## config.mk

```make
export PLATFORM = sky130hd
export DESIGN_NAME = fetch_pc_stage
export DESIGN_NICKNAME = d
export VERILOG_FILES = /design/src/rtl/fetch_pc_stage_pkg.sv /design/src/rtl/fetch_pc_stage_mux2.sv /design/src/rtl/fetch_pc_stage.sv
export SDC_FILE = /design/constraint.sdc
export NUM_CORES = 1
export LEC_CHECK = 0
export BUFFER_PORTS_ARGS = -buffer_cell sky130_fd_sc_hd__buf_2
export CORE_MARGIN = 4
export CORE_UTILIZATION = 28
export DETAILED_ROUTE_END_ITERATION = 8
export MAX_ROUTING_LAYER = met4
export PLACE_DENSITY = 0.46
export SYNTH_ARGS = -nofsm -noshare
export SYNTH_HDL_FRONTEND = slang
export SYNTH_HIERARCHICAL = 1
export SYNTH_SLANG_ARGS = --single-unit
```

## constraint.sdc

```tcl
create_clock -name clk -period 2.6 [get_ports clk]
set_input_delay 0.26 -clock clk [delete_from_list [all_inputs] [get_ports clk]]
set_output_delay 0.26 -clock clk [all_outputs]
set_load 0.02 [all_outputs]
```

## src/rtl/fetch_pc_stage_pkg.sv

```systemverilog
// Shared fetch definitions: default widths, reset PC and the fetch state encoding
// (kept here so trace/debug code can decode the state register).
package fetch_pc_stage_pkg;

    localparam int BIT_WIDTH      = 32;
    localparam int FETCH_RESET_PC = 0;

    typedef enum logic [1:0] {
        IDLE = 2'd0,
        REQ  = 2'd1,
        HOLD = 2'd2,
        DROP = 2'd3
    } fetch_state_t;

endpackage

```

## src/rtl/fetch_pc_stage_mux2.sv

```systemverilog
// Two-input selector used to choose the next program counter
// (sequential increment vs redirect target).
module fetch_pc_stage_mux2 #(
    parameter int n = 32
) (
    input  logic         i_sel,
    input  logic [n-1:0] i_in0,
    input  logic [n-1:0] i_in1,
    output logic [n-1:0] o_out
);

    assign o_out = i_sel ? i_in1 : i_in0;

endmodule

```

## src/rtl/fetch_pc_stage.sv

```systemverilog
// Instruction-fetch PC stage: owns the PC, runs the req/ack read to instruction memory
// and buffers one fetched word for decode; redirects flush in-flight or buffered fetches.
module fetch_pc_stage
    import fetch_pc_stage_pkg::*;
#(
    parameter int           n        = BIT_WIDTH,
    parameter logic [n-1:0] RESET_PC = n'(FETCH_RESET_PC),
    parameter int           PC_STEP  = 1
) (
    input  logic         clk,
    input  logic         rst_n,
    input  logic         redirect,
    input  logic [n-1:0] redirect_pc,
    output logic         imem_req,
    output logic [n-1:0] imem_addr,
    input  logic         imem_ack,
    input  logic [n-1:0] imem_rdata,
    output logic         if_valid,
    input  logic         if_ready,
    output logic [n-1:0] if_pc,
    output logic [n-1:0] if_instr
);

    localparam logic [n-1:0] STEP = n'(PC_STEP);

    fetch_state_t r_state;
    fetch_state_t w_state_nxt;
    logic [n-1:0] r_pc;
    logic [n-1:0] w_pc_nxt;
    logic [n-1:0] r_addr;
    logic [n-1:0] w_addr_nxt;
    logic [n-1:0] r_if_pc;
    logic [n-1:0] w_if_pc_nxt;
    logic [n-1:0] r_if_instr;
    logic [n-1:0] w_if_instr_nxt;
    logic [n-1:0] w_pc_seq;
    logic [n-1:0] w_next_pc;

    // Modulo-2^n increment: the all-ones PC wraps to STEP-1.
    assign w_pc_seq = r_pc + STEP;

    fetch_pc_stage_mux2 #(.n(n)) u_next_pc_mux (
        .i_sel (redirect),
        .i_in0 (w_pc_seq),
        .i_in1 (redirect_pc),
        .o_out (w_next_pc)
    );

    // NOTE: state registers use non-blocking assignments so every flop samples pre-edge values.
    always_ff @(posedge clk or negedge rst_n) begin
        if (!rst_n) begin
            r_state    <= IDLE;
            r_pc       <= RESET_PC;
            r_addr     <= RESET_PC;
            r_if_pc    <= '0;
            r_if_instr <= '0;
        end else begin
            r_state    <= w_state_nxt;
            r_pc       <= w_pc_nxt;
            r_addr     <= w_addr_nxt;
            r_if_pc    <= w_if_pc_nxt;
            r_if_instr <= w_if_instr_nxt;
        end
    end

    // NOTE: every next-value defaults to its current register first, so no path infers a latch.
    always_comb begin
        w_state_nxt    = r_state;
        w_pc_nxt       = r_pc;
        w_addr_nxt     = r_addr;
        w_if_pc_nxt    = r_if_pc;
        w_if_instr_nxt = r_if_instr;

        case (r_state)
            IDLE: begin
                w_state_nxt = REQ;
                if (redirect) begin
                    w_pc_nxt   = w_next_pc;
                    w_addr_nxt = w_next_pc;
                end else begin
                    w_addr_nxt = r_pc;
                end
            end
            REQ: begin
                if (redirect) begin
                    w_pc_nxt = w_next_pc;
                    if (imem_ack) begin
                        w_addr_nxt = w_next_pc;
                    end else begin
                        w_state_nxt = DROP;
                    end
                end else if (imem_ack) begin
                    w_if_instr_nxt = imem_rdata;
                    w_if_pc_nxt    = r_addr;
                    w_pc_nxt       = w_next_pc;
                    w_state_nxt    = HOLD;
                end
            end
            HOLD: begin
                if (redirect) begin
                    w_pc_nxt    = w_next_pc;
                    w_addr_nxt  = w_next_pc;
                    w_state_nxt = REQ;
                end else if (if_ready) begin
                    w_addr_nxt  = r_pc;
                    w_state_nxt = REQ;
                end
            end
            DROP: begin
                // The abandoned read must still complete before a new address is presented.
                if (redirect) begin
                    w_pc_nxt = w_next_pc;
                end
                if (imem_ack) begin
                    w_addr_nxt  = redirect ? w_next_pc : r_pc;
                    w_state_nxt = REQ;
                end
            end
            default: begin
                w_state_nxt = IDLE;
            end
        endcase
    end

    assign imem_req  = (r_state == REQ) || (r_state == DROP);
    assign imem_addr = r_addr;
    assign if_valid  = (r_state == HOLD);
    assign if_pc     = r_if_pc;
    assign if_instr  = r_if_instr;

endmodule

```

### Word-level counts from Yosys, hierarchy flattened

Index checks and enable logic that the tools add are counted.

* register bits after elaboration: 130
* output and inout bits: 98
* logic and storage cells: 39

* multiplexer cells: 17
* equality and inequality tests: 9
* add/subtract/negate cells: 1
* reduce and logical (&&, ||, !) cells: 6
* bitwise logic cells: 1

Operator list (count)
* two-way mux 32 bit: 8
* case mux 32 bit (4 select lines): 1
* case mux 32 bit (2 select lines): 1
* adder 32 x 1 -> 32 bit (second input constant): 1
* two-way mux 2 bit: 6
* case mux 2 bit (4 select lines): 1
* AND reduction 4 bit: 2
* inequality test 2 bit (second input constant): 3
* inequality test 3 bit (second input constant): 2
* equality test 2 bit (second input constant): 2
* inequality test 3 x 2 -> 1 bit (second input constant): 1
* AND reduction 3 bit: 1
* OR reduction 3 bit: 1
* equality test 2 x 1 -> 1 bit (second input constant): 1
* logical NOT 2 bit: 1
* logical OR 1 bit: 1
* NOT 1 bit: 1

### Depth between registers and ports, before layout

Gate-level depths: netlist of the first run.

* depth after elaboration: 5
* gate-level depth with buffers: 9

### Modules after synthesis

The synthesis of the first run kept the hierarchy.

Modules (own cells, without submodules)
* fetch_pc_stage: cells an instance 420, instances 1, area each 5993.2 µm²
* fetch_pc_stage_mux2: cells an instance 36, instances 1, area each 544.3 µm²

### Least setup slack after synthesis of the first run

Ideal clock, no wire load.

* path kind: flip-flop to flip-flop
* from: register r_pc[2]
* to: register r_addr[30] (netlist: imem_addr[30])
* arrival time: 2.035 ns
* cell stages (with the launch flop): 10
* data required time: 2.475 ns
* setup slack: 0.440 ns
* clock period less this slack: 2.160 ns
* path through: dfrtp_1 > and3_1 > buf_4 > nand4_2 > buf_4 > nor4_4 > xnor2_1 > mux2_4 > mux2_1 > mux2_2

* word-level cells in the longest chain between the ends: 5

Ends and longest elaborated chain
* start: declaration: line fetch_pc_stage.sv:28 `logic [n-1:0] r_pc;`
* start signal: assignment: line fetch_pc_stage.sv:59 `r_pc <= w_pc_nxt;`
* adder 32 x 1 -> 32 bit *: line fetch_pc_stage.sv:40 `assign w_pc_seq = r_pc + STEP;`
* via w_pc_seq[30]: line fetch_pc_stage.sv:36 `logic [n-1:0] w_pc_seq;`
* two-way mux 32 bit *: line fetch_pc_stage_mux2.sv:12 `assign o_out = i_sel ? i_in1 : i_in0;`
* via w_next_pc[30]: line fetch_pc_stage.sv:37 `logic [n-1:0] w_next_pc;`
* two-way mux 32 bit, on equally long branches
* two-way mux 32 bit, on equally long branches: line fetch_pc_stage.sv:114, fetch_pc_stage.sv:85
* case mux 32 bit (4 select lines) *: line fetch_pc_stage.sv:74 `case (r_state)`
* end signal: assignment: line fetch_pc_stage.sv:60 `r_addr <= w_addr_nxt;`
* end: declaration: line fetch_pc_stage.sv:30 `logic [n-1:0] r_addr;`

The timed path passes the listed nets; every way through them passes the cells marked *. The select of a mux whose other input is x is not followed.
A chain may end at the register's enable or synchronous reset.

### Final worst setup path of the first run

* from: register r_pc[2]
* to: register r_addr[16] (netlist: imem_addr[16])

The elaborated chain is that of the path after synthesis.

==> results of run 1 <==
[critical path: cells and delay by family, from the launching register on]
kind | cells | cell delay, ns
flip-flops | 1 | 0.42
buffers and inverters | 1 | 0.16
AND/OR/NAND/NOR | 3 | 0.80
multiplexers | 3 | 0.79
XOR/XNOR | 1 | 0.11
[worst paths after layout]
path | slack, ns | cells past startpoint | endpoint
max reg2reg | 0.21 | 8 | imem_addr[16]
min reg2reg | 0.48 | 1 | if_pc[11]
min in group asynchronous | 0.38 | 2 | if_pc[19]
max | 0.21 | 8 | imem_addr[16]
min | 0.06 | 2 | if_instr[11]
max in group asynchronous | 1.48 | 3 | if_instr[13]
[power by group]
part | internal (W) | leakage (nW) | switching [W]
registers | 0.00277 | 1.53 | 0.000531
logic | 0.00148 | 1.97 | 0.00166
clock network | 0.00178 | 0.315 | 0.000915
[routing by layer]
metal	vias up	wire, um
li1	2000	-
met1	2145	7283
met2	107	7970
met3	12	688
met4	0	147
met5	-	0
[cell usage after synthesis, drive strengths merged]
cell type,n,area [sq um]
nor2b,1,6.260
xnor2,12,105.1
nor2,9,48.80
nor3b,1,7.510
ha,1,12.51
and2,3,18.77
and2b,1,10.01
and4,4,35.03
nor3,10,60.06
inv,7,26.28
nand4b,1,8.760
nor4,5,52.55
nand2,15,56.30
nand3,9,45.04
mux2,192,2275
or2,1,6.260
a21oi,2,10.01
o211ai,1,7.510
nand4,4,46.29
and3,6,37.54
a2bb2oi,1,15.01
buf,21,232.7
clkbuf,1,3.750
xor2,18,157.7
dfrtp,130,3253
[through the flow]
stage          hold slack [ns]  instances  worst slack, ns  utilization  power, W
2_1_floorplan         -0.03559        456           0.4399            -  0.005373
4_1_cts                0.04015        968           0.1479       0.3708  0.009313
6_report               0.06272        968           0.2138       0.3711  0.009140
3_5_place_dp            0.2771        935           0.1612       0.3410  0.006538
5_1_grt                0.03968        968          0.01976       0.3711  0.009692
3_3_place_gp            0.2703        935           0.2046       0.3410  0.006479
[final cells by class]
class	count	area share
Tap cell	313	0.04633
Sequential cell	130	0.3848
Clock inverter	12	0.02398
Timing Repair Buffer	189	0.1257
Multi-Input combinational cell	297	0.3609
Clock buffer	20	0.05521
Inverter	7	0.003108
[kinds of logic after synthesis]
family / after synthesis / synth area share
xor gates and xnor gates: 30 / 0.04019
and+or+nand+nor: 70 / 0.06718
AOI/OAI and AO/OA: 4 / 0.004976
adders and majority gates: 1 / 0.001914
muxes: 192 / 0.3479
DFF: 130 / 0.4976
buffers and inverters: 29 / 0.04019
[registers in the layout (all words and copies together) (netlist names)]
name       cells
if_instr      32
imem_addr     32
r_pc          32
r_state        2
if_pc         32
[timing repair]
item / 4_1_cts / 5_1_grt
resized for setup: 0 / 1
endpoints found under the hold margin: 51 / 0
hold buffers: 1 / 0
setup endpoints to repair: 0 / 1
buffers inserted: 0 / 0
==> run_results.csv, run 1 <==
group,metric,value,unit
sta,period_needed,2.386,ns
route,detailedRoute.firstPassIterationCount,4,
worst_setup_path,max_stage_delay,0.42,ns
floorplanning,initial_util,0.2870,
sta,max_clock_freq,419.1,MHz
worst_setup_path,endpoint_kind,"flop",
yosys,postSynthCellCount,456,
floorplanning,die_x,160.8,um
finish,layout-area-overhead-vs-synth,29.30,%
grt,use_met3,0.03593,
yosys,synth_cell_types,36,
finish,ff_latch_area,3253,sq um
finish,fill_cells,2188,
sta,finalMaxSlewViolations,0,
worst_setup_path,timing.critical_path.mode_cell,"sky130_fd_sc_hd__mux2_2",
clock_tree,tritoncts_num_sinks,130,
grt,met1_usage,0.1605,
finish,area_occupied_by_multi_input_gates,3050,sq um
route,num_vias,4264,
yosys,mappedNetlistArea,6538,sq um
worst_setup_path,crit_arrival,2.69,ns
worst_setup_path,crit_chain,"and3_1 -> buf_4 -> nand4_1 -> nor3_1 -> xor2_1 -> mux2_4 -> mux2_2 -> mux2_2",
clock_tree,clkLatencyLatePin,0.42,ns
route,route.detailed.wl_per_inst,16.62,um
flow_run,drv.max_cap_violation_count,0,
place,standard_cell_area_after_detailed_placement,7767,sq um
finish,n_antenna_cell,0,
power,vdd.ir_drop.worst,0.3977,mV
floorplanning,pin_count,167,
finish,post_route_cells_drive_above_1_share,0.6214,
finish,finalInstanceArea,8453,sq um
yosys,ys_seq_area_frac,0.4976,
clock_tree,cts_buffer_depth,2,
power,p_leak,3.815,nW
worst_setup_path,timing.critical_path.fanout_max,6,
grt,grt.busiest_layer,"met2",
clock_tree,clock_tree.htree_level_count,4,
finish,layout.cells.most_common_list,"sky130_fd_sc_hd__buf_2, sky130_fd_sc_hd__mux2_2, sky130_fd_sc_hd__dfrtp_1",
worst_hold_path,hold_path_class,"in -> reg",
floorplanning,die_height,160.8,um
yosys,synth_nets,526,
floorplanning,placementRows,55,
sta,timing.final.hold_violations,0,
place,hpwl,11720,um
sta,worst-slew-pin-transition,0.6850,ns
place,gp_congestion,0.7749,
sta,worst_slew_margin_rel,0.5434,
finish,final_net_count,712,
floorplanning,core,22780,sq um
worst_setup_path,data_required_time_of_the_worst_path,2.90,ns
clock_tree,cts_tree,"yes",
sta,grt_setup_unrepaired,"no",
grt,pin_count_of_the_biggest_net_entering_global_routing,55,
grt,met2_usage,0.2135,
route,route.antenna.remaining_nets,0,
clock_tree,cts_root_buffer,"sky130_fd_sc_hd__clkbuf_16",
worst_setup_path,worstSetupStartpointType,"flop",
yosys,yosys_warnings,6,
clock_tree,path_clk_slew,0.06,ns
grt,initial_antenna_violation_count,0,
floorplanning,design.die.area,25860,sq um
clock_tree,cts_inserted_buffers,17,
worst_setup_path,cp_slowest_cell,"sky130_fd_sc_hd__dfrtp_1",
sta,setup-tns-final,0,ns
grt,first_global_vias,4731,
route,detail_route.iter0.violations,125,
sta,finalClockSkew,0.008933,ns
yosys,synth.avg_cell_area,14.34,sq um
yosys,synth.ff_latch_count,130,
sta,layout_worst_path_cycle_share,0.9178,
outcome,outcome,"completed",
sta,setup_violations,0,
worst_setup_path,path_class,"reg -> reg",
route,wl,16090,um
route,via_per_inst,4.405,
route,drcViolationCount,0,
grt,grt_pass1_wl,25940,um
finish,mostFrequentLayoutCell,"sky130_fd_sc_hd__buf_2",
place,port_buffers,166,
worst_setup_path,cp-startpoint,"r_pc[2]",
grt,grt_use_total,0.1307,
grt,grt_remaining_overflow,0,
worst_setup_path,r2r-start,"r_pc[2]",
worst_hold_path,worstHoldStart,"imem_rdata[11]",
power,power-per-cell-area,1081,nW/um^2
Power figures use the tool's default switching activity.
==> inputs of run 2 (changes only) <==
--- a/config.mk
+++ b/config.mk
@@ -5,7 +5,7 @@
 export SDC_FILE = /design/constraint.sdc
 export NUM_CORES = 1
 export LEC_CHECK = 0
-export BUFFER_PORTS_ARGS = -buffer_cell sky130_fd_sc_hd__buf_2
+export BUFFER_PORTS_ARGS = -buffer_cell sky130_fd_sc_hd__buf_4
 export CORE_MARGIN = 4
 export CORE_UTILIZATION = 28
 export DETAILED_ROUTE_END_ITERATION = 8
==> constraint.sdc (replaced) <==
create_clock -name clk -period 2.2 [get_ports clk]
set_input_delay 0.22 -clock clk [delete_from_list [all_inputs] [get_ports clk]]
set_output_delay 0.22 -clock clk [all_outputs]
set_load 0.02 [all_outputs]
==> run_results.csv, run 2 (synthesis gave the netlist of run 1 again) <==
group,metric,value,unit
floorplanning,pin_count,167,
worst_hold_path,worstHoldPathCells,2,
power,p_leak,4.156,nW
clock_tree,clock_tree.htree_level_count,4,
floorplanning,core,22780,sq um
floorplanning,placementRows,55,
clock_tree,cts_inserted_buffers,17,
worst_hold_path,worstHoldStart,"imem_rdata[11]",
flow_run,drv.max_cap_violation_count,0,
worst_setup_path,data_required_time_of_the_worst_path,2.50,ns
grt,pin_count_of_the_biggest_net_entering_global_routing,57,
sta,worst_hold_slack,0.02681,ns
grt,initial_antenna_violation_count,0,
worst_setup_path,worstSetupStartpointType,"flop",
finish,layout-area-overhead-vs-synth,41.80,%
power,power-per-cell-area,1213,nW/um^2
clock_tree,cts_tree,"yes",
grt,grt_remaining_overflow,0,
worst_setup_path,r2r-start,"r_pc[0]",
route,route.detailed.wl_per_inst,16.86,um
place,port_buffers,166,
finish,final-instance-count-excl-fill,1008,
sta,setup_violations,0,
worst_setup_path,crit_arrival,2.50,ns
finish,mostFrequentLayoutCell,"sky130_fd_sc_hd__buf_4",
place,gp_congestion,0.7765,
clock_tree,clkLatencyLatePin,0.41,ns
grt,grt_use_total,0.1370,
power,vdd.ir_drop.worst,0.4633,mV
finish,fill_cells,2155,
floorplanning,initial_util,0.2870,
clock_tree,path_clk_slew,0.06,ns
route,detail_route.iter0.violations,125,
floorplanning,die_x,160.8,um
clock_tree,tritoncts_num_sinks,130,
worst_setup_path,path_class,"reg -> reg",
sta,worst-slew-pin-transition,0.6612,ns
finish,post_route_cells_drive_above_1_share,0.6676,
finish,finish.utilization,0.4070,
sta,finalClockSkew,0.007428,ns
sta,grt_setup_unrepaired,"yes",
finish,final_net_count,752,
place,placed_cells_incl_taps,965,
sta,layout_worst_path_cycle_share,0.9980,
route,drcViolationCount,0,
grt,first_global_vias,4847,
sta,finalMaxSlewViolations,0,
outcome,outcome,"completed",
finish,area_occupied_by_multi_input_gates,3206,sq um
worst_hold_path,hold_path_class,"in -> reg",
worst_setup_path,timing.critical_path.fanout_max,4,
grt,grt_pass1_wl,27080,um
finish,layout.cells.most_common_list,"sky130_fd_sc_hd__buf_4, sky130_fd_sc_hd__mux2_2, sky130_fd_sc_hd__dfrtp_1",
route,num_vias,4400,
place,standard_cell_area_after_detailed_placement,8431,sq um
power,finalPower,0.01125,W
clock_tree,cts_buffer_depth,2,
finish,finalInstanceArea,9270,sq um
finish,ff_latch_area,3256,sq um
sta,timing.final.hold_violations,0,
place,hpwl,11870,um
route,route.antenna.remaining_nets,0,
floorplanning,design.die.area,25860,sq um
sta,period_needed,2.196,ns
route,via_per_inst,4.365,
floorplanning,die_height,160.8,um
worst_setup_path,endpoint_kind,"flop",
worst_setup_path,timing.reg2reg.setup_slack,0.004,ns
worst_setup_path,cp-startpoint,"r_pc[0]",
route,wl,16990,um
worst_setup_path,worst_r2r_path_depth,9,
sta,worst_slew_margin_rel,0.5582,
clock_tree,cts_root_buffer,"sky130_fd_sc_hd__clkbuf_16",
route,detailedRoute.firstPassIterationCount,4,
finish,n_antenna_cell,0,
sta,max_clock_freq,455.4,MHz
-- run 2: where the power goes --
group,internal (W),switching (W),leakage (nW)
sequential,0.00328,0.000585,1.53
clock,0.00162,0.00118,0.278
combinational,0.00241,0.00217,2.35
total,0.00732,0.00393,4.16
-- run 2: timing repair --
action	4_1_cts	5_1_grt
resized for setup	16	20
pin swaps	0	6
gates cloned	1	0
hold endpoints to repair	55	1
endpoints found under the setup margin	30	17
hold buffers	4	1
buffers inserted	2	3
-- run 2: stage by stage --
stage               setup TNS, ns  worst slack [ns]
floorplan                       0           0.03991
global placement          -0.5853           -0.1241
detailed placement        -0.8530           -0.1309
CTS                      -0.02730          -0.02080
global route              -0.6102           -0.1052
finish                          0          0.004354
-- run 2: layout make-up --
cell class                 count  area share
sequential                   130      0.3512
multi-input combinational    298      0.3458
timing repair buffer         228      0.1949
clock buffer                  18     0.04737
tap                          313     0.04225
clock inverter                14     0.01566
inverter                       7    0.002834
-- run 2: worst paths after layout --
check	endpoint
worst min-delay path	if_instr[11]
worst max register to register	imem_addr[31]
min in group asynchronous	if_pc[19]
worst max-delay path	imem_addr[31]
worst min register to register	if_instr[9]
max in group asynchronous	if_instr[10]
-- run 2: critical path: stages (launching register included) --
cell and delay [ns]:
sky130_fd_sc_hd__dfrtp_2 0.40, sky130_fd_sc_hd__buf_4 0.13, sky130_fd_sc_hd__and4_1 0.18, sky130_fd_sc_hd__nand4b_1 0.16, sky130_fd_sc_hd__nor4_2 0.22, sky130_fd_sc_hd__buf_4 0.16, sky130_fd_sc_hd__xor2_1 0.05, sky130_fd_sc_hd__mux2_2 0.26
sky130_fd_sc_hd__mux2_2 0.27, sky130_fd_sc_hd__mux2_2 0.26
-- run 2: layer usage --
metal | up-vias | global-route usage | share of wire
li1 | 2090 | - | -
met1 | 2193 | 0.1744 | 0.45
met2 | 107 | 0.2168 | 0.49
met3 | 10 | 0.03669 | 0.048
met4 | 0 | 0.03722 | 0.0094
met5 | - | - | 0
==> inputs of run 3 (changes only) <==
--- a/config.mk
+++ b/config.mk
@@ -6,11 +6,13 @@
 export NUM_CORES = 1
 export LEC_CHECK = 0
 export BUFFER_PORTS_ARGS = -buffer_cell sky130_fd_sc_hd__buf_4
+export CELL_PAD_IN_SITES_DETAIL_PLACEMENT = 0
+export CELL_PAD_IN_SITES_GLOBAL_PLACEMENT = 1
 export CORE_MARGIN = 4
 export CORE_UTILIZATION = 28
 export DETAILED_ROUTE_END_ITERATION = 8
 export MAX_ROUTING_LAYER = met4
-export PLACE_DENSITY = 0.46
+export PLACE_DENSITY = 0.54
 export SYNTH_ARGS = -nofsm -noshare
 export SYNTH_HDL_FRONTEND = slang
 export SYNTH_HIERARCHICAL = 1
==> run_results.csv, run 3 (synthesis gave the netlist of run 1 again) <==
group,metric,value,unit
worst_hold_path,hold_path_class,"in -> reg",
place,gp_congestion,0.7436,
sta,setup_violations,0,
sta,worst_slew_margin_rel,0.4770,
place,port_buffers,166,
worst_setup_path,crit_arrival,2.48,ns
worst_setup_path,worst_r2r_path_depth,8,
worst_setup_path,r2r-start,"r_pc[0]",
place,pre_cts_slack,-0.2662,ns
worst_setup_path,endpoint_kind,"flop",
floorplanning,pin_count,167,
power,power-per-cell-area,1233,nW/um^2
route,via_per_inst,4.370,
worst_hold_path,worstHoldPathCells,2,
route,route.detailed.wl_per_inst,16.95,um
power,p_leak,4.125,nW
flow_run,drv.max_cap_violation_count,0,
worst_setup_path,timing.critical_path.fanout_max,4,
sta,period_needed,2.173,ns
clock_tree,clkLatencyLatePin,0.42,ns
floorplanning,die_height,160.8,um
finish,final-instance-count-excl-fill,999,
floorplanning,die_x,160.8,um
worst_setup_path,data_required_time_of_the_worst_path,2.50,ns
grt,first_global_vias,4766,
grt,initial_antenna_violation_count,1,
worst_setup_path,cp-startpoint,"r_pc[0]",
floorplanning,placementRows,55,
sta,layout_setup_ws,0.02659,ns
clock_tree,tritoncts_num_sinks,130,
outcome,outcome,"completed",
route,wl,16930,um
clock_tree,cts_buffer_depth,2,
route,num_vias,4366,
worst_setup_path,path_class,"reg -> reg",
route,drcViolationCount,0,
power,finalPower,0.01134,W
finish,layout.cells.most_common_list,"sky130_fd_sc_hd__buf_4, sky130_fd_sc_hd__mux2_2, sky130_fd_sc_hd__dfrtp_1",
clock_tree,clock_tree.htree_level_count,4,
sta,finalMaxSlewViolations,0,
finish,finalInstanceArea,9201,sq um
floorplanning,core,22780,sq um
floorplanning,design.die.area,25860,sq um
route,route.antenna.remaining_nets,0,
finish,finish.utilization,0.4040,
clock_tree,cts_root_buffer,"sky130_fd_sc_hd__clkbuf_16",
finish,mostFrequentLayoutCell,"sky130_fd_sc_hd__buf_4",
place,placed_cells_incl_taps,959,
sta,worst-slew-pin-transition,0.7845,ns
route,detailedRoute.firstPassIterationCount,4,
place,hpwl,11930,um
grt,grt_remaining_overflow,0,
clock_tree,path_clk_slew,0.06,ns
route,detail_route.iter0.violations,124,
finish,post_route_cells_drive_above_1_share,0.6657,
sta,timing.final.hold_violations,0,
sta,finalClockSkew,0.01641,ns
floorplanning,initial_util,0.2870,
clock_tree,cts_tree,"yes",
power,vdd.ir_drop.worst,0.4597,mV
sta,layout_worst_path_cycle_share,0.9879,
sta,max_clock_freq,460.1,MHz
place,standard_cell_area_after_detailed_placement,8373,sq um
sta,grt_setup_unrepaired,"yes",
finish,final_net_count,742,
worst_hold_path,worstHoldStart,"imem_rdata[29]",
grt,grt_use_total,0.1358,
clock_tree,cts_inserted_buffers,17,
grt,grt_pass1_wl,26870,um
grt,pin_count_of_the_biggest_net_entering_global_routing,52,
finish,layout-area-overhead-vs-synth,40.75,%
worst_setup_path,worstSetupStartpointType,"flop",
==> run 3: routing by layer <==
metal | wire length [um] | vias up | global-route usage | share of wire
li1 | - | 2065 | - | -
met1 | 7661 | 2178 | 0.1732 | 0.45
met2 | 8337 | 105 | 0.2149 | 0.49
met3 | 637 | 18 | 0.03054 | 0.038
met4 | 297 | 0 | 0.04537 | 0.018
met5 | 0 | - | - | 0
==> run 3: cell type report <==
type	instances	area, sq um
fill	2203	13580
sequential	130	3256
multi-input combinational	297	3188
timing repair buffer	219	1733
clock buffer	18	439.2
tap	313	391.6
clock inverter	14	165.2
inverter	7	26.28
antenna	1	2.502
==> run 3: worst paths after layout <==
path | end | slack [ns]
max | imem_addr[28] | 0.03
min | if_instr[29] | 0.01
max reg2reg | imem_addr[28] | 0.03
min reg2reg | if_instr[12] | 0.49
max in group asynchronous | imem_addr[26] | 1.23
min in group asynchronous | if_pc[15] | 0.30
==> run 3: metrics by stage <==
step | hold slack, ns | setup TNS, ns
4_1_cts | 0.0003813 | -0.2016
3_5_place_dp | 0.1810 | -1.350
2_1_floorplan | -0.07559 | 0
6_report | 0.01470 | 0
3_3_place_gp | 0.1832 | -0.9547
5_1_grt | 0.002000 | -0.4970
==> run 3: worst max-delay path, cell delays in order, from the launching register on <==
cell                      delay [ns]
sky130_fd_sc_hd__dfrtp_2        0.41
sky130_fd_sc_hd__ha_4           0.17
sky130_fd_sc_hd__and4_1         0.21
sky130_fd_sc_hd__nand2_2        0.08
sky130_fd_sc_hd__nor4_4         0.27
sky130_fd_sc_hd__xor2_1         0.11
sky130_fd_sc_hd__mux2_4         0.28
sky130_fd_sc_hd__mux2_4         0.27
sky130_fd_sc_hd__mux2_4         0.25
==> run 3: power breakdown <==
part	internal [W]	leakage, nW	switching, W
Combinational	0.00240	2.31	0.00214
Sequential	0.00328	1.53	0.000602
Clock	0.00173	0.291	0.00119
==> run 3: timing repair <==
| item | in CTS | in global routing |
|---|---|---|
| pin swaps | 0 | 7 |
| hold endpoints to repair | 41 | 1 |
| hold buffers | 2 | 1 |
| buffers inserted | 2 | 2 |
| setup endpoints to repair | 17 | 16 |
| gates resized for setup | 19 | 20 |
